==> config.mk <==
export PLATFORM = sky130hd
export DESIGN_NAME = sdram_access_arbiter
export DESIGN_NICKNAME = d
export VERILOG_FILES = /design/src/rtl/sdram_arb_pkg.sv /design/src/rtl/frame_buf_tracker.sv /design/src/rtl/sdram_access_arbiter.sv
export SDC_FILE = /design/constraint.sdc
export NUM_CORES = 1
export LEC_CHECK = 0
export BUFFER_PORTS_ARGS = -buffer_cell sky130_fd_sc_hd__buf_2
export CORE_UTILIZATION = 55
export CTS_BUF_LIST = sky130_fd_sc_hd__clkbuf_16
export CTS_CLUSTER_DIAMETER = 150
export DETAILED_ROUTE_END_ITERATION = 7
export HOLD_SLACK_MARGIN = 0.06
export PLACE_DENSITY = 0.9
export SKIP_LAST_GASP = 1
export SYNTH_ARGS = -nofsm -noshare
export SYNTH_HDL_FRONTEND = slang
export SYNTH_SLANG_ARGS = --single-unit
export TNS_END_PERCENT = 20
==> constraint.sdc <==
create_clock -name clk_i -period 4.5 [get_ports clk_i]
set_clock_uncertainty 0.05 [all_clocks]
set_input_delay 0.675 -clock clk_i [delete_from_list [all_inputs] [get_ports clk_i]]
set_output_delay 0.675 -clock clk_i [all_outputs]
set_load 0.005 [all_outputs]
==> src/rtl/sdram_arb_pkg.sv <==
// Shared definitions for the SDRAM access arbiter: FSM encoding, address layout
// and the burst address builder.
package sdram_arb_pkg;
  typedef enum logic [1:0] {
    ARB_IDLE = 2'd0,
    ARB_REQ  = 2'd1,
    ARB_WAIT = 2'd2,
    ARB_GAP  = 2'd3
  } arb_state_t;

  localparam int BURST_LEN = 512;
  localparam int ADDR_W    = 24;
  localparam int BUF_BIT   = 22;
  localparam int PAGE_MSB  = 21;
  localparam int PAGE_LSB  = $clog2(BURST_LEN);
  localparam int PAGE_W    = PAGE_MSB - PAGE_LSB + 1;

  function automatic logic [ADDR_W-1:0] burst_addr(input logic buf_sel,
                                                  input logic [PAGE_W-1:0] page);
    logic [ADDR_W-1:0] a;
    a = '0;
    a[BUF_BIT] = buf_sel;
    a[PAGE_MSB:PAGE_LSB] = page;
    return a;
  endfunction
endpackage

==> src/rtl/frame_buf_tracker.sv <==
// Ping-pong frame bookkeeping: write/read page counters, buffer selects,
// completed-frame tracking and the writer stall condition.
module frame_buf_tracker
  import sdram_arb_pkg::*;
#(
  parameter int PAGES_PER_FRAME = 128
) (
  input  logic              clk_i,
  input  logic              rst_i,
  input  logic              i_wr_ack,
  input  logic              i_rd_ack,
  input  logic              i_rd_busy,
  input  logic              i_frame_start,
  output logic [PAGE_W-1:0] o_wr_page,
  output logic [PAGE_W-1:0] o_rd_page,
  output logic              o_wr_buf,
  output logic              o_rd_buf,
  output logic              o_rd_valid,
  output logic              o_rd_pending,
  output logic              o_wr_stall,
  output logic              o_frame_done
);
  localparam logic [PAGE_W-1:0] LAST_PAGE = PAGE_W'(PAGES_PER_FRAME - 1);
  localparam logic [PAGE_W-1:0] PAGE_END  = PAGE_W'(PAGES_PER_FRAME);

  logic [PAGE_W-1:0] r_wr_page;
  logic [PAGE_W-1:0] r_rd_page;
  logic              r_wr_buf;
  logic              r_rd_buf;
  logic              r_done_buf;
  logic              r_rd_valid;
  logic              r_rd_discard;
  logic              r_frame_done;
  logic              w_rd_open;

  assign w_rd_open = (r_rd_page < PAGE_END);

  always_ff @(posedge clk_i or posedge rst_i) begin
    if (rst_i) begin
      r_wr_page    <= '0;
      r_rd_page    <= '0;
      r_wr_buf     <= 1'b0;
      r_rd_buf     <= 1'b0;
      r_done_buf   <= 1'b0;
      r_rd_valid   <= 1'b0;
      r_rd_discard <= 1'b0;
      r_frame_done <= 1'b0;
    end else begin
      r_frame_done <= 1'b0;
      if (i_wr_ack) begin
        if (r_wr_page == LAST_PAGE) begin
          r_wr_page    <= '0;
          r_done_buf   <= r_wr_buf;
          r_wr_buf     <= ~r_wr_buf;
          r_rd_valid   <= 1'b1;
          r_frame_done <= 1'b1;
        end else begin
          r_wr_page <= r_wr_page + 1'b1;
        end
      end
      // A read still in flight at frame start belongs to the old frame; its ack must not advance the new one.
      if (i_frame_start) begin
        r_rd_page    <= '0;
        r_rd_buf     <= r_done_buf;
        r_rd_discard <= i_rd_busy && !i_rd_ack;
      end else if (i_rd_ack) begin
        if (!r_rd_discard && w_rd_open) r_rd_page <= r_rd_page + 1'b1;
        r_rd_discard <= 1'b0;
      end
    end
  end

  assign o_wr_page    = r_wr_page;
  assign o_rd_page    = r_rd_page;
  assign o_wr_buf     = r_wr_buf;
  assign o_rd_buf     = r_rd_buf;
  assign o_rd_valid   = r_rd_valid;
  assign o_frame_done = r_frame_done;
  assign o_rd_pending = r_rd_valid && w_rd_open;
  assign o_wr_stall   = (r_wr_buf == r_rd_buf) && o_rd_pending;
endmodule

==> src/rtl/sdram_access_arbiter.sv <==
// Arbitrates page bursts between the fill (write) and display (read) FIFOs on
// the single SDRAM controller request port, with ping-pong frame buffering.
module sdram_access_arbiter
  import sdram_arb_pkg::*;
#(
  parameter int PAGES_PER_FRAME = 128,
  parameter int WR_THRESH       = 512,
  parameter int RD_THRESH       = 512,
  parameter int RD_URGENT       = 128,
  parameter int FIFO_UW         = 11,
  parameter int ACK_TIMEOUT     = 4096
) (
  input  logic               clk_i,
  input  logic               rst_i,
  input  logic [FIFO_UW-1:0] wr_fifo_used_i,
  input  logic [FIFO_UW-1:0] rd_fifo_used_i,
  input  logic               frame_start_i,
  input  logic               sd_ack_i,
  output logic               sd_req_o,
  output logic               sd_wr_o,
  output logic [ADDR_W-1:0]  sd_add_o,
  output logic               wr_buf_o,
  output logic               rd_buf_o,
  output logic               rd_valid_o,
  output logic               wr_frame_done_o,
  output logic               timeout_err_o
);
  localparam int                 TMO_W   = $clog2(ACK_TIMEOUT + 1);
  localparam logic [TMO_W-1:0]   TMO_MAX = TMO_W'(ACK_TIMEOUT);
  localparam logic [FIFO_UW-1:0] WR_LVL  = FIFO_UW'(WR_THRESH);
  localparam logic [FIFO_UW-1:0] RD_LVL  = FIFO_UW'(RD_THRESH);
  localparam logic [FIFO_UW-1:0] URG_LVL = FIFO_UW'(RD_URGENT);

  arb_state_t        r_state;
  logic              r_req;
  logic              r_wr;
  logic [ADDR_W-1:0] r_add;
  logic              r_last_wr;
  logic [TMO_W-1:0]  r_tmo_cnt;
  logic              r_tmo_err;

  logic [PAGE_W-1:0] w_wr_page;
  logic [PAGE_W-1:0] w_rd_page;
  logic              w_wr_buf;
  logic              w_rd_buf;
  logic              w_rd_pending;
  logic              w_wr_stall;
  logic              w_in_wait;
  logic              w_wr_elig;
  logic              w_rd_elig;
  logic              w_urgent;
  logic              w_grant_rd;

  assign w_in_wait = (r_state == ARB_WAIT);
  assign w_wr_elig = (wr_fifo_used_i >= WR_LVL) && !w_wr_stall;
  // Reads are held off during the frame-start cycle so a new grant never uses the stale page/buffer.
  assign w_rd_elig  = w_rd_pending && (rd_fifo_used_i <= RD_LVL) && !frame_start_i;
  assign w_urgent   = (rd_fifo_used_i < URG_LVL);
  assign w_grant_rd = w_rd_elig && (w_urgent || !w_wr_elig || r_last_wr);

  frame_buf_tracker #(
    .PAGES_PER_FRAME(PAGES_PER_FRAME)
  ) u_tracker (
    .clk_i        (clk_i),
    .rst_i        (rst_i),
    .i_wr_ack     (w_in_wait && sd_ack_i && r_wr),
    .i_rd_ack     (w_in_wait && sd_ack_i && !r_wr),
    .i_rd_busy    (w_in_wait && !r_wr),
    .i_frame_start(frame_start_i),
    .o_wr_page    (w_wr_page),
    .o_rd_page    (w_rd_page),
    .o_wr_buf     (w_wr_buf),
    .o_rd_buf     (w_rd_buf),
    .o_rd_valid   (rd_valid_o),
    .o_rd_pending (w_rd_pending),
    .o_wr_stall   (w_wr_stall),
    .o_frame_done (wr_frame_done_o)
  );

  always_ff @(posedge clk_i or posedge rst_i) begin
    if (rst_i) begin
      r_state   <= ARB_IDLE;
      r_req     <= 1'b0;
      r_wr      <= 1'b0;
      r_add     <= '0;
      r_last_wr <= 1'b0;
      r_tmo_cnt <= '0;
      r_tmo_err <= 1'b0;
    end else begin
      case (r_state)
        // GAP is the single forced low-request cycle after a burst; it arbitrates like IDLE.
        ARB_IDLE, ARB_GAP: begin
          if (w_wr_elig || w_rd_elig) begin
            r_req     <= 1'b1;
            r_wr      <= !w_grant_rd;
            r_add     <= w_grant_rd ? burst_addr(w_rd_buf, w_rd_page)
                                    : burst_addr(w_wr_buf, w_wr_page);
            r_tmo_cnt <= '0;
            r_state   <= ARB_WAIT;
          end else begin
            r_state <= ARB_IDLE;
          end
        end
        ARB_REQ, ARB_WAIT: begin
          if (sd_ack_i) begin
            r_req     <= 1'b0;
            r_last_wr <= r_wr;
            r_state   <= ARB_GAP;
          end else if (r_tmo_cnt == TMO_MAX) begin
            r_tmo_err <= 1'b1;
          end else begin
            r_tmo_cnt <= r_tmo_cnt + 1'b1;
          end
        end
        default: r_state <= ARB_IDLE;
      endcase
    end
  end

  assign sd_req_o      = r_req;
  assign sd_wr_o       = r_wr;
  assign sd_add_o      = r_add;
  assign wr_buf_o      = w_wr_buf;
  assign rd_buf_o      = w_rd_buf;
  assign timeout_err_o = r_tmo_err;
endmodule
# Word level (Yosys, flattened, before mapping)
# Index checks and enable logic that the tools add are counted.
# totals
ff_bits	75
inputBits	26
output_inout_bits	31
elab_cells	87
# classes
n_addsub	3
order_cmp	4
eq_ne	10
n_mux	19
bitwise	2
n_reduce_logical	34
# op_table
operator	count
2-to-1 mux 13 bit	7
adder 13 x 1 -> 13 bit (second input constant)	3
one-hot mux 13 bit (2 select lines)	1
2-to-1 mux 23 bit	1
equality test 13 bit (second input constant)	1
equality test 13 x 7 -> 1 bit (second input constant)	1
< comparator 13 x 8 -> 1 bit (second input constant)	1
logical AND 1 bit	12
>= comparator 11 x 10 -> 1 bit (second input constant)	1
<= comparator 11 x 10 -> 1 bit (second input constant)	1
< comparator 11 x 8 -> 1 bit (second input constant)	1
AND reduction 2 bit	5
inequality test 2 bit (second input constant)	4
logical NOT 1 bit	7
2-to-1 mux 1 bit	6
AND reduction 3 bit	2
equality test 2 bit (second input constant)	2
2-to-1 mux 2 bit	2
one-hot mux 2 bit (2 select lines)	1
nonzero test 2 bit	2
OR reduction 2 bit	2
logical OR 1 bit	3
equality test 2 x 1 -> 1 bit (second input constant)	1
logical NOT 2 bit	1
3 further kinds	4

# Logic depth before layout (Yosys ltp)
# Gate-level depths: netlist of run 1.
# logic_depth
depth_word	10
ltp_mapped	9
mapped_depth_nobuf	7

# By module
# From an unflattened synthesis of run 1, not the netlist that was laid out.
# hier_totals
cells_unflattened	330
hier_area_um2	3347.0
# by_module_without_submodules
mod	n_inst	cells_each	area_per_inst_um2	seq_area_each_um2
sdram_access_arbiter	1	195	1874.3	825.8
frame_buf_tracker	1	135	1472.7	800.8

# Least setup slack after synthesis of run 1
# No wires, ideal clock.
# synth_path
path_kind	input to register
startpoint	input rd_fifo_used_i[1]
endpoint	register r_add[16] (netlist: sd_add_o[16])
arrival_time_ps	1977
required_time_ps	4329
setup_slack_ps	2352
cell_stages	5
cell_sequence	nor4_1 -> a31oi_1 -> o31ai_2 -> o21ai_2 -> a22o_1
# synth_between
elab_chain_cells	5
elab_cells_between_ends	10
# synth_rtl
item	line_no	text
from (decl)	sdram_access_arbiter.sv:16	input logic [FIFO_UW-1:0] rd_fifo_used_i,
<= comparator 11 x 10 -> 1 bit / < comparator 11 x 8 -> 1 bit (equally long branches)	sdram_access_arbiter.sv:57, sdram_access_arbiter.sv:58	
logical AND 1 bit / logical OR 1 bit (equally long branches) (2 in a row)	sdram_access_arbiter.sv:57, sdram_access_arbiter.sv:59	
logical AND 1 bit / logical OR 1 bit (equally long branches)	sdram_access_arbiter.sv:59, sdram_access_arbiter.sv:93	
2-to-1 mux 23 bit / AND reduction 2 bit (equally long branches)	-	
to (signal assigned)	sdram_access_arbiter.sv:96	r_add <= w_grant_rd ? burst_addr(w_rd_buf, w_rd_page)
to (decl)	sdram_access_arbiter.sv:37	logic [ADDR_W-1:0] r_add;
# Parallel ways exist; a longest one is shown, timed or not.
# A chain may end at the register's enable or synchronous reset.

# Worst setup path after layout of run 1
# layout_path
startpoint	input rd_fifo_used_i[1]
endpoint	register r_tmo_cnt[0]
# layout_between
elab_chain_cells	6
# layout_rtl
item	line_no	text
<= comparator 11 x 10 -> 1 bit	sdram_access_arbiter.sv:57	assign w_rd_elig = w_rd_pending && (rd_fifo_used_i <= RD_LVL) && !frame_start_i;
logical AND 1 bit (2 in a row)	sdram_access_arbiter.sv:57	
logical OR 1 bit	sdram_access_arbiter.sv:93	if (w_wr_elig || w_rd_elig) begin
inequality test 2 bit (no source line)	-	
AND reduction 3 bit (no source line)	-	
to (signal assigned)	sdram_access_arbiter.sv:112	r_tmo_cnt <= r_tmo_cnt + 1'b1;
to (decl)	sdram_access_arbiter.sv:39	logic [TMO_W-1:0] r_tmo_cnt;
# Every way passes these cells.

==> flow_summary.ini, run 1 <==
[finish]
nets = 359
area_growth_pct = 16.9
multi_input_area_mm2 = 0.00134
fillers = 401
regArea_mm2 = 0.00163
drive_above_1_share = 0.201
finish.utilization = 0.684
num_antenna_cells = 0

[critical_path]
cpLargestDelayFamily = compound AO/OA/AOI/OAI gates
critPathRequiredTime_ps = 4660
cpPeakStageDelay_ps = 720
reg2reg_depth = 6
path_class = in2reg
cp_cell_sequence = buf_2 -> nor4_1 -> a31oi_1 -> o21bai_1 -> buf_4 -> nor2_1 -> mux2_2
rrSetupSlack_ps = 1920
path_depth = 7
cp-end-kind = flip-flop
crit_path_start_kind = input port
worstPathMaxFanout = 13
cp_slowest_cell = o21bai_1
critPathArrivalTime_ps = 2740
crit_buf_inv = 2

[grt]
use_met2 = 0.368
grt.met1_usage = 0.299
busiest_layer = met2
grt_max_degree = 42
met3_usage = 0.0786
grt.total_usage = 0.235
overflow = 0
antenna_found_initial = 0
grt_pass1_vias = 2237
grt_pass1_wl_um = 10500

[hold_path]
hp-class = in2async

[placement]
place.gp.congestion = 0.853
portBuffers = 37
dp_hpwl_um = 4330

[timing]
drv_slew = 0
period_needed_ps = 2580
post-route-period-util = 0.574
worst_slew_pin_slew_ps = 825
rsz0062_at_grt = no
finalHoldViolCount = 0
slew_headroom = 0.449
tns_ps = 0
fmax_mhz = 387
finalSetupViolCount = 0

[yosys]
yosys_warnings = 0
ys_seq_elements = 65
netlist_area_mm2 = 0.00307
yosys_most_used_dff = dfrtp_1
synth_edf_count = 0
async_flop_share = 1.00
synth_cells = 286
yosysSeqAreaShare = 0.530
ys_types = 45
postSynthAreaPerCell_um2 = 10.7

[drt]
wirelength_um = 6340
dr.pass1.iters = 4
wl_per_cell_um = 15.7
postRouteAntennaNets = 0
vias = 2324
vias_per_cell = 5.77
route.detailed.drc = 0
initialDrtViolationCount = 161

[floorplanning]
die_area_mm2 = 0.00588
rows = 26
initial_core_util = 0.586
die_y_um = 76.7
die_x_um = 76.7
pin_count = 57
core_area_mm2 = 0.00524

[run_status]
outcome = finished, final reports clean

[clock_tree]
tritoncts.num_buffers = 9
cts_resized = 0
cts.sinks = 65
cts_hold_buf = 0
ctsRootBufferMaster = clkbuf_16
cts_tree = built
insertion_delay_ps = 330
clk_pin_slew_ps = 60
h-tree-depth = 3
cts_setup_buffers = 0
clk_path_buf_depth = 2

[power]
peakVddDrop_mv = 0.355
p_per_area_mw_per_mm2 = 544
cellLeakagePower_nw = 1.74

[job]
maxCapViolCount = 0
## logic make-up (layout without fill, tap and decap cells)
kind of cell | after synthesis | after routing | synth area share
AOI/OAI and AO/OA | 44 | 44 | 0.0971
other | 1 | 10 | 0.00122
xor gates and xnor gates | 29 | 29 | 0.0828
muxes | 13 | 13 | 0.0437
adders and majority gates | 5 | 5 | 0.0204
DFF | 65 | 65 | 0.530
buffers and inverters | 25 | 63 | 0.0441
and+or+nand+nor | 104 | 104 | 0.180
## path summary, 6_finish.rpt
| kind | to | start |
|---|---|---|
| max in group asynchronous | u_tracker.o_rd_page[1] | rst_i |
| max | r_tmo_cnt[0] | rd_fifo_used_i[1] |
| min | sd_add_o[16] | rst_i |
| min reg2reg | sd_req_o | sd_req_o |
| min in group clk_i | sd_req_o | sd_req_o |
| max reg2reg | r_tmo_cnt[0] | u_tracker.o_rd_page[7] |
## synth_stat cells, types with 5 or more instances
master    number  area [µm²]
o21ai_0        5        25.0
o22ai_1        8        50.1
nand3_1       10        50.1
dfrtp_1       65        1630
xnor2_1       12         105
a21oi_1       12        60.1
nor2_1        31         116
xor2_1        17         149
clkbuf_1       5        18.8
buf_4         10        75.1
nand4_1       10        62.6
nor4_1         6        37.5
a22o_1         6        52.6
inv_1          7        26.3
ha_1           5        62.6
mux2i_1       10         100
and3_1         6        37.5
nand2_1       16        60.1
nor2b_1        6        37.5
## worst reg2reg max path: cells and delay by family, from the launching register on
kind / cells / cell delay [ps]
simple gates: 3 / 710
compound gates: 1 / 690
flops: 1 / 390
buf+inv: 1 / 330
mux: 1 / 300
## where the power goes
group | switching [mW] | total [mW] | internal (mW)
Clock | 0.254 | 0.682 | 0.428
Combinational | 0.309 | 0.507 | 0.198
Sequential | 0.0865 | 0.761 | 0.674
## state kept, by name, summed over array words and instances, names as in the netlist, 2 cells and up
| signal | cells |
|---|---|
| r_tmo_cnt | 13 |
| u_tracker.o_wr_page | 13 |
| sd_add_o | 14 |
| u_tracker.o_rd_page | 13 |
| r_state | 2 |
## placed cells by master, fill, tap and decap left out, types with 7 or more instances in the layout
master	count
dfrtp_1	65
buf_2	37
nor2_1	31
xor2_1	17
nand2_1	16
xnor2_1	12
a21oi_1	12
nand3_1	10
nand4_1	10
mux2i_1	10
conb_1	10
clkbuf_16	9
o22ai_1	8
inv_1	7
## layout make-up
type                            instances  area share
Sequential cell                        65       0.454
Multi-Input combinational cell        205       0.374
Clock buffer                            9      0.0628
Timing Repair Buffer                   40      0.0580
Tap cell                               70      0.0244
Clock inverter                          7      0.0199
Inverter                                7     0.00733
## per-layer routing
layer,vias to the layer above,share of wire
met5,-,0
met4,0,0.018
met3,14,0.060
met2,86,0.48
met1,1145,0.44
li1,1079,-
## per-stage QoR
step	power (mW)	hold slack [ps]	instance area, µm²	worst slack (ps)	instances
3_5_place_dp	1.26	422	3290	1630	387
2_1_floorplan	1.10	401	3100	2150	295
5_1_grt	2.06	370	3580	1720	403
4_1_cts	1.96	336	3580	1930	403
6_report	1.95	321	3580	1920	403
3_3_place_gp	1.23	418	3290	1690	387
Note: power is estimated with default switching activity, not from simulation.
==> run 2, diff against run 1 <==
==> constraint.sdc (replaced) <==
create_clock -name clk_i -period 2.5 [get_ports clk_i]
set_clock_uncertainty 0.05 [all_clocks]
set_input_delay 0.375 -clock clk_i [delete_from_list [all_inputs] [get_ports clk_i]]
set_output_delay 0.375 -clock clk_i [all_outputs]
set_load 0.005 [all_outputs]
==> flow_summary.ini, run 2 (same netlist as run 1, synthesis figures left out) <==
[critical_path]
cp_slowest_cell = ha_1
crit_path_start_kind = flip-flop
path_class = reg2reg
cp-end-kind = flip-flop
critPathArrivalTime_ps = 2370
worstPathMaxFanout = 9
crit_buf_inv = 1
critPathRequiredTime_ps = 2700
cpPeakStageDelay_ps = 430
cp_cell_sequence = ha_1 -> o21ai_0 -> a31oi_1 -> o21bai_1 -> buf_4 -> o22ai_1 -> a21oi_1
cpLargestDelayFamily = compound AO/OA/AOI/OAI gates

[timing]
post-route-period-util = 0.871
rsz0062_at_grt = no
period_needed_ps = 2180
tns_ps = 0
fmax_mhz = 459
finalHoldViolCount = 0
slew_headroom = 0.646
drv_slew = 0
worst_slew_pin_slew_ps = 526
finalSetupViolCount = 0
hold_ws_ps = 60.6

[drt]
vias_per_cell = 5.76
dr.pass1.iters = 4
initialDrtViolationCount = 119
wl_per_cell_um = 16.1
vias = 2333
wirelength_um = 6500
postRouteAntennaNets = 0
route.detailed.drc = 0

[grt]
grt_pass1_vias = 2329
overflow = 0
antenna_found_initial = 0
grt_max_degree = 66
grt.total_usage = 0.248
grt_pass1_wl_um = 11100

[finish]
drive_above_1_share = 0.200
largest_register_ffs = 14
fillers = 388
num_antenna_cells = 0
final_area_mm2 = 0.00358
finish.utilization = 0.683
layout_commonest_cell = dfrtp_1
nets = 364
area_growth_pct = 16.7
final_cell_mix = dfrtp_1 (65), buf_2 (37), nor2_1 (31), xor2_1 (17), nand2_1 (16)
instances_no_fill = 405

[floorplanning]
initial_core_util = 0.586
rows = 26
core_area_mm2 = 0.00524
pin_count = 57
die_y_um = 76.7
die_area_mm2 = 0.00588
die_x_um = 76.7

[clock_tree]
h-tree-depth = 3
tritoncts.num_buffers = 9
cts_resized = 0
cts_tree = built
insertion_delay_ps = 330
clk_pin_slew_ps = 50
cts.sinks = 65
clk_path_buf_depth = 2
cts_hold_buf = 0
ctsRootBufferMaster = clkbuf_16
cts_setup_buffers = 0

[run_status]
outcome = finished, final reports clean

[hold_path]
hp-class = in2async

[placement]
portBuffers = 37
dp_hpwl_um = 4530
placed_cell_area_mm2 = 0.00334
place.gp.congestion = 0.903
place_inst = 392

[power]
p_per_area_mw_per_mm2 = 947
cellLeakagePower_nw = 1.75
peakVddDrop_mv = 0.655

[job]
maxCapViolCount = 0
-- run 2: cell types whose count changed in the layout (fill, tap and decap cells not counted), sizes merged --
cell      previous run  this run
bufinv               1         0
clkinvlp             2         0
buf                 40        45
-- run 2: per-stage QoR --
stage / power (mW) / setup slack [ps]
finish: 3.39 / 324
detailed placement: 2.34 / 345
global placement: 2.27 / 386
floorplan: 1.98 / 449
global route: 3.57 / 230
CTS: 3.39 / 361
-- run 2: worst min-delay path, stage by stage --
cell and delay, ps:
buf_2 100, inv_2 60, buf_12 300
-- run 2: final timing paths --
path                               startpoint                endpoint  slack (ps)  depth (start not counted)
worst max-delay path               r_state[1]            sd_add_o[14]         320                          7
worst min register to register  timeout_err_o           timeout_err_o         420                          1
min in group clk_i                   sd_ack_i  u_tracker.r_rd_discard         320                          2
max in group asynchronous               rst_i            sd_add_o[10]        2070                          3
worst min-delay path                    rst_i              r_state[1]          60                          3
worst max register to register     r_state[1]            sd_add_o[14]         320                          7
-- run 2: final cells by class --
| cell class | instances | area [µm²] | area share |
|---|---|---|---|
| flip-flops and latches | 65 | 1630 | 0.455 |
| multi-input cells | 205 | 1340 | 0.374 |
| repair buffers | 45 | 258 | 0.0720 |
| clock buffers | 9 | 225 | 0.0629 |
| well taps | 70 | 87.6 | 0.0245 |
| inverters | 7 | 26.3 | 0.00734 |
| clock inverters | 4 | 16.3 | 0.00455 |
-- run 2: per-layer routing --
| layer | track usage | part of all wire | wire, µm |
|---|---|---|---|
| met5 | 0 | 0 | 0 |
| met4 | 0.123 | 0.018 | 115 |
| met1 | 0.323 | 0.44 | 2870 |
| met2 | 0.394 | 0.49 | 3210 |
| met3 | 0.0524 | 0.046 | 299 |
-- run 2: power breakdown --
part / total, mW / internal (mW) / leakage [nW] / switching [mW]
Sequential: 1.37 / 1.21 / 0.867 / 0.156
Clock: 1.05 / 0.639 / 0.127 / 0.413
Combinational: 0.967 / 0.401 / 0.759 / 0.567
==> run 3, diff against run 2 <==
--- a/config.mk
+++ b/config.mk
@@ -11,9 +11,10 @@
 export CTS_CLUSTER_DIAMETER = 150
 export DETAILED_ROUTE_END_ITERATION = 7
 export HOLD_SLACK_MARGIN = 0.06
-export PLACE_DENSITY = 0.9
+export PLACE_DENSITY = 0.89
 export SKIP_LAST_GASP = 1
 export SYNTH_ARGS = -nofsm -noshare
 export SYNTH_HDL_FRONTEND = slang
+export SYNTH_HIERARCHICAL = 1
 export SYNTH_SLANG_ARGS = --single-unit
 export TNS_END_PERCENT = 20
==> flow_summary.ini, run 3 <==
[run_status]
outcome = complete, but fails checks
violations = negative setup slack

[power]
p_per_area_mw_per_mm2 = 845
peakVddDrop_mv = 0.619
finalPower_mw = 3.33
cellLeakagePower_nw = 1.81

[finish]
drive_above_1_share = 0.222
largest_register_ffs = 14
final_area_mm2 = 0.00394
area_growth_pct = 17.8
nets = 405
final_cell_mix = dfrtp_1 (65), buf_2 (37), nand2_1 (34), nor2_1 (24)
num_antenna_cells = 0
finish.utilization = 0.670
layout_commonest_cell = dfrtp_1

[yosys]
synth_cells = 330
synth_top_area_cell = dfrtp_1
postSynthAreaPerCell_um2 = 10.1
synth_edf_count = 0
synth_most_common_cell = dfrtp_1
yosys_most_used_dff = dfrtp_1
netlist_area_mm2 = 0.00335
yosys_warnings = 6
async_flop_share = 1.00
synth.area.top_cells = dfrtp_1 (49%), mux2i_1 (5.1%), nand2_1 (3.8%), xnor2_1 (3.1%), o21ai_0 (2.8%)
synthTopCellsByCount = dfrtp_1 (65), nand2_1 (34), nor2_1 (25)
ys_seq_elements = 65
netlist.area_leader.share = 0.486
yosysSeqAreaShare = 0.486
ys_types = 48

[drt]
vias_per_cell = 5.91
vias = 2685
wirelength_um = 8040
route.detailed.drc = 0
wl_per_cell_um = 17.7
initialDrtViolationCount = 262
dr.pass1.iters = 5
postRouteAntennaNets = 0

[critical_path]
cpPeakStageDelay_ps = 580
cp-end-kind = flip-flop
timing.rr.start = u_tracker/o_rd_page[10]
reg2reg_depth = 8
rrSetupSlack_ps = -20
cp_cell_sequence = or4_4 -> nor2_4 -> nor4b_4 -> and3_4 -> o32a_1 -> clkbuf_16 -> mux2i_1 -> o21ai_0
worstPathMaxFanout = 7
critPathArrivalTime_ps = 2660
crit_buf_inv = 1
critPathRequiredTime_ps = 2640
timing.rr.end = sd_add_o[9]
path_class = reg2reg
cpLargestDelayFamily = simple AND/OR/NAND/NOR gates
cp_slowest_cell = or4_4
crit_path_start_kind = flip-flop

[timing]
finalSetupViolCount = 1
rsz0062_at_grt = yes
post-route-period-util = 1.01
slew_headroom = 0.470
fmax_mhz = 396
period_needed_ps = 2520
tns_ps = -24.0
finalHoldViolCount = 0
setup_ws_ps = -24.0
worst_slew_pin_slew_ps = 796
drv_slew = 0

[grt]
grt_max_degree = 34
grt_pass1_vias = 2490
grt_pass1_wl_um = 12100
overflow = 0
antenna_found_initial = 0
grt.total_usage = 0.257

[hold_path]
hp-class = in2async

[floorplanning]
pin_count = 57
die_y_um = 80.0
rows = 28
initial_core_util = 0.569
die_x_um = 80.0
core_area_mm2 = 0.00589
die_area_mm2 = 0.00640

[clock_tree]
ctsRootBufferMaster = clkbuf_16
h-tree-depth = 3
clk_pin_slew_ps = 50
cts_tree = built
clk_path_buf_depth = 2
tritoncts.num_buffers = 9
cts.sinks = 65
insertion_delay_ps = 320

[placement]
dp_hpwl_um = 4920
portBuffers = 37
placed_cell_area_mm2 = 0.00358
place.gp.congestion = 0.841

[job]
maxCapViolCount = 0
## run 3: routing by layer
metal | global-route usage | up-vias | wire, µm
met5 | 0 | - | 0
met4 | 0.141 | 0 | 198
met3 | 0.0537 | 18 | 421
met2 | 0.421 | 107 | 4310
met1 | 0.317 | 1335 | 3110
li1 | - | 1225 | -
## run 3: worst max-delay path by stage
stage | startpoint | endpoint | slack (ps) | cells after the start
after floorplan | u_tracker/o_rd_page[12] | sd_add_o[10] | 90 | 10
after global placement | u_tracker/o_rd_page[12] | sd_add_o[16] | 90 | 8
after detailed placement | u_tracker/o_rd_page[12] | sd_add_o[17] | 20 | 7
after CTS | u_tracker/o_rd_page[12] | sd_add_o[16] | -10 | 7
after global routing | u_tracker/o_rd_page[10] | sd_add_o[9] | -130 | 8
final | u_tracker/o_rd_page[10] | sd_add_o[9] | -20 | 8
## run 3: per-stage QoR
stage               std cells  hold slack, ps  worst slack, ps
floorplan                 339             391             93.5
global placement          434             401             89.1
detailed placement        434             423             15.2
CTS                       450            91.3            -13.3
global route              454             142             -128
finish                    454            89.2            -24.0
## run 3: final cells by class
| cell class | instances | area (µm²) |
|---|---|---|
| repair buffers | 49 | 318 |
| fillers | 424 | 1940 |
| clock buffers | 9 | 225 |
| clock inverters | 7 | 30.0 |
| multi-input cells | 238 | 1610 |
| inverters | 11 | 41.3 |
| flip-flops and latches | 65 | 1630 |
| well taps | 75 | 93.8 |
## run 3: what timing repair did
item,4_1_cts,5_1_grt
gates resized for setup,1,12
setup buffers,0,3
cloned,0,1
endpoints found under the hold margin,0,0
hold buffers,0,0
pin swaps,0,2
endpoints found under the setup margin,3,26
## run 3: logic make-up (layout without fill, tap and decap cells)
logic type | Yosys count | in the layout | synth area share
buffers and inverters | 36 | 76 | 0.0621
DFF | 65 | 65 | 0.486
xor gates and xnor gates | 22 | 22 | 0.0576
adders and majority gates | 5 | 5 | 0.0187
AOI/OAI and AO/OA | 55 | 55 | 0.102
other | 1 | 10 | 0.00112
and+or+nand+nor | 127 | 127 | 0.215
muxes | 19 | 19 | 0.0576
## run 3: tightest hold or removal path, stage by stage
cell and delay [ps]:
buf_2 100, inv_1 40, buf_4 350
## run 3: where the power goes
group	internal, mW	switching, mW
sequential	1.18	0.135
clock	0.649	0.419
combinational	0.353	0.593
total	2.18	1.15
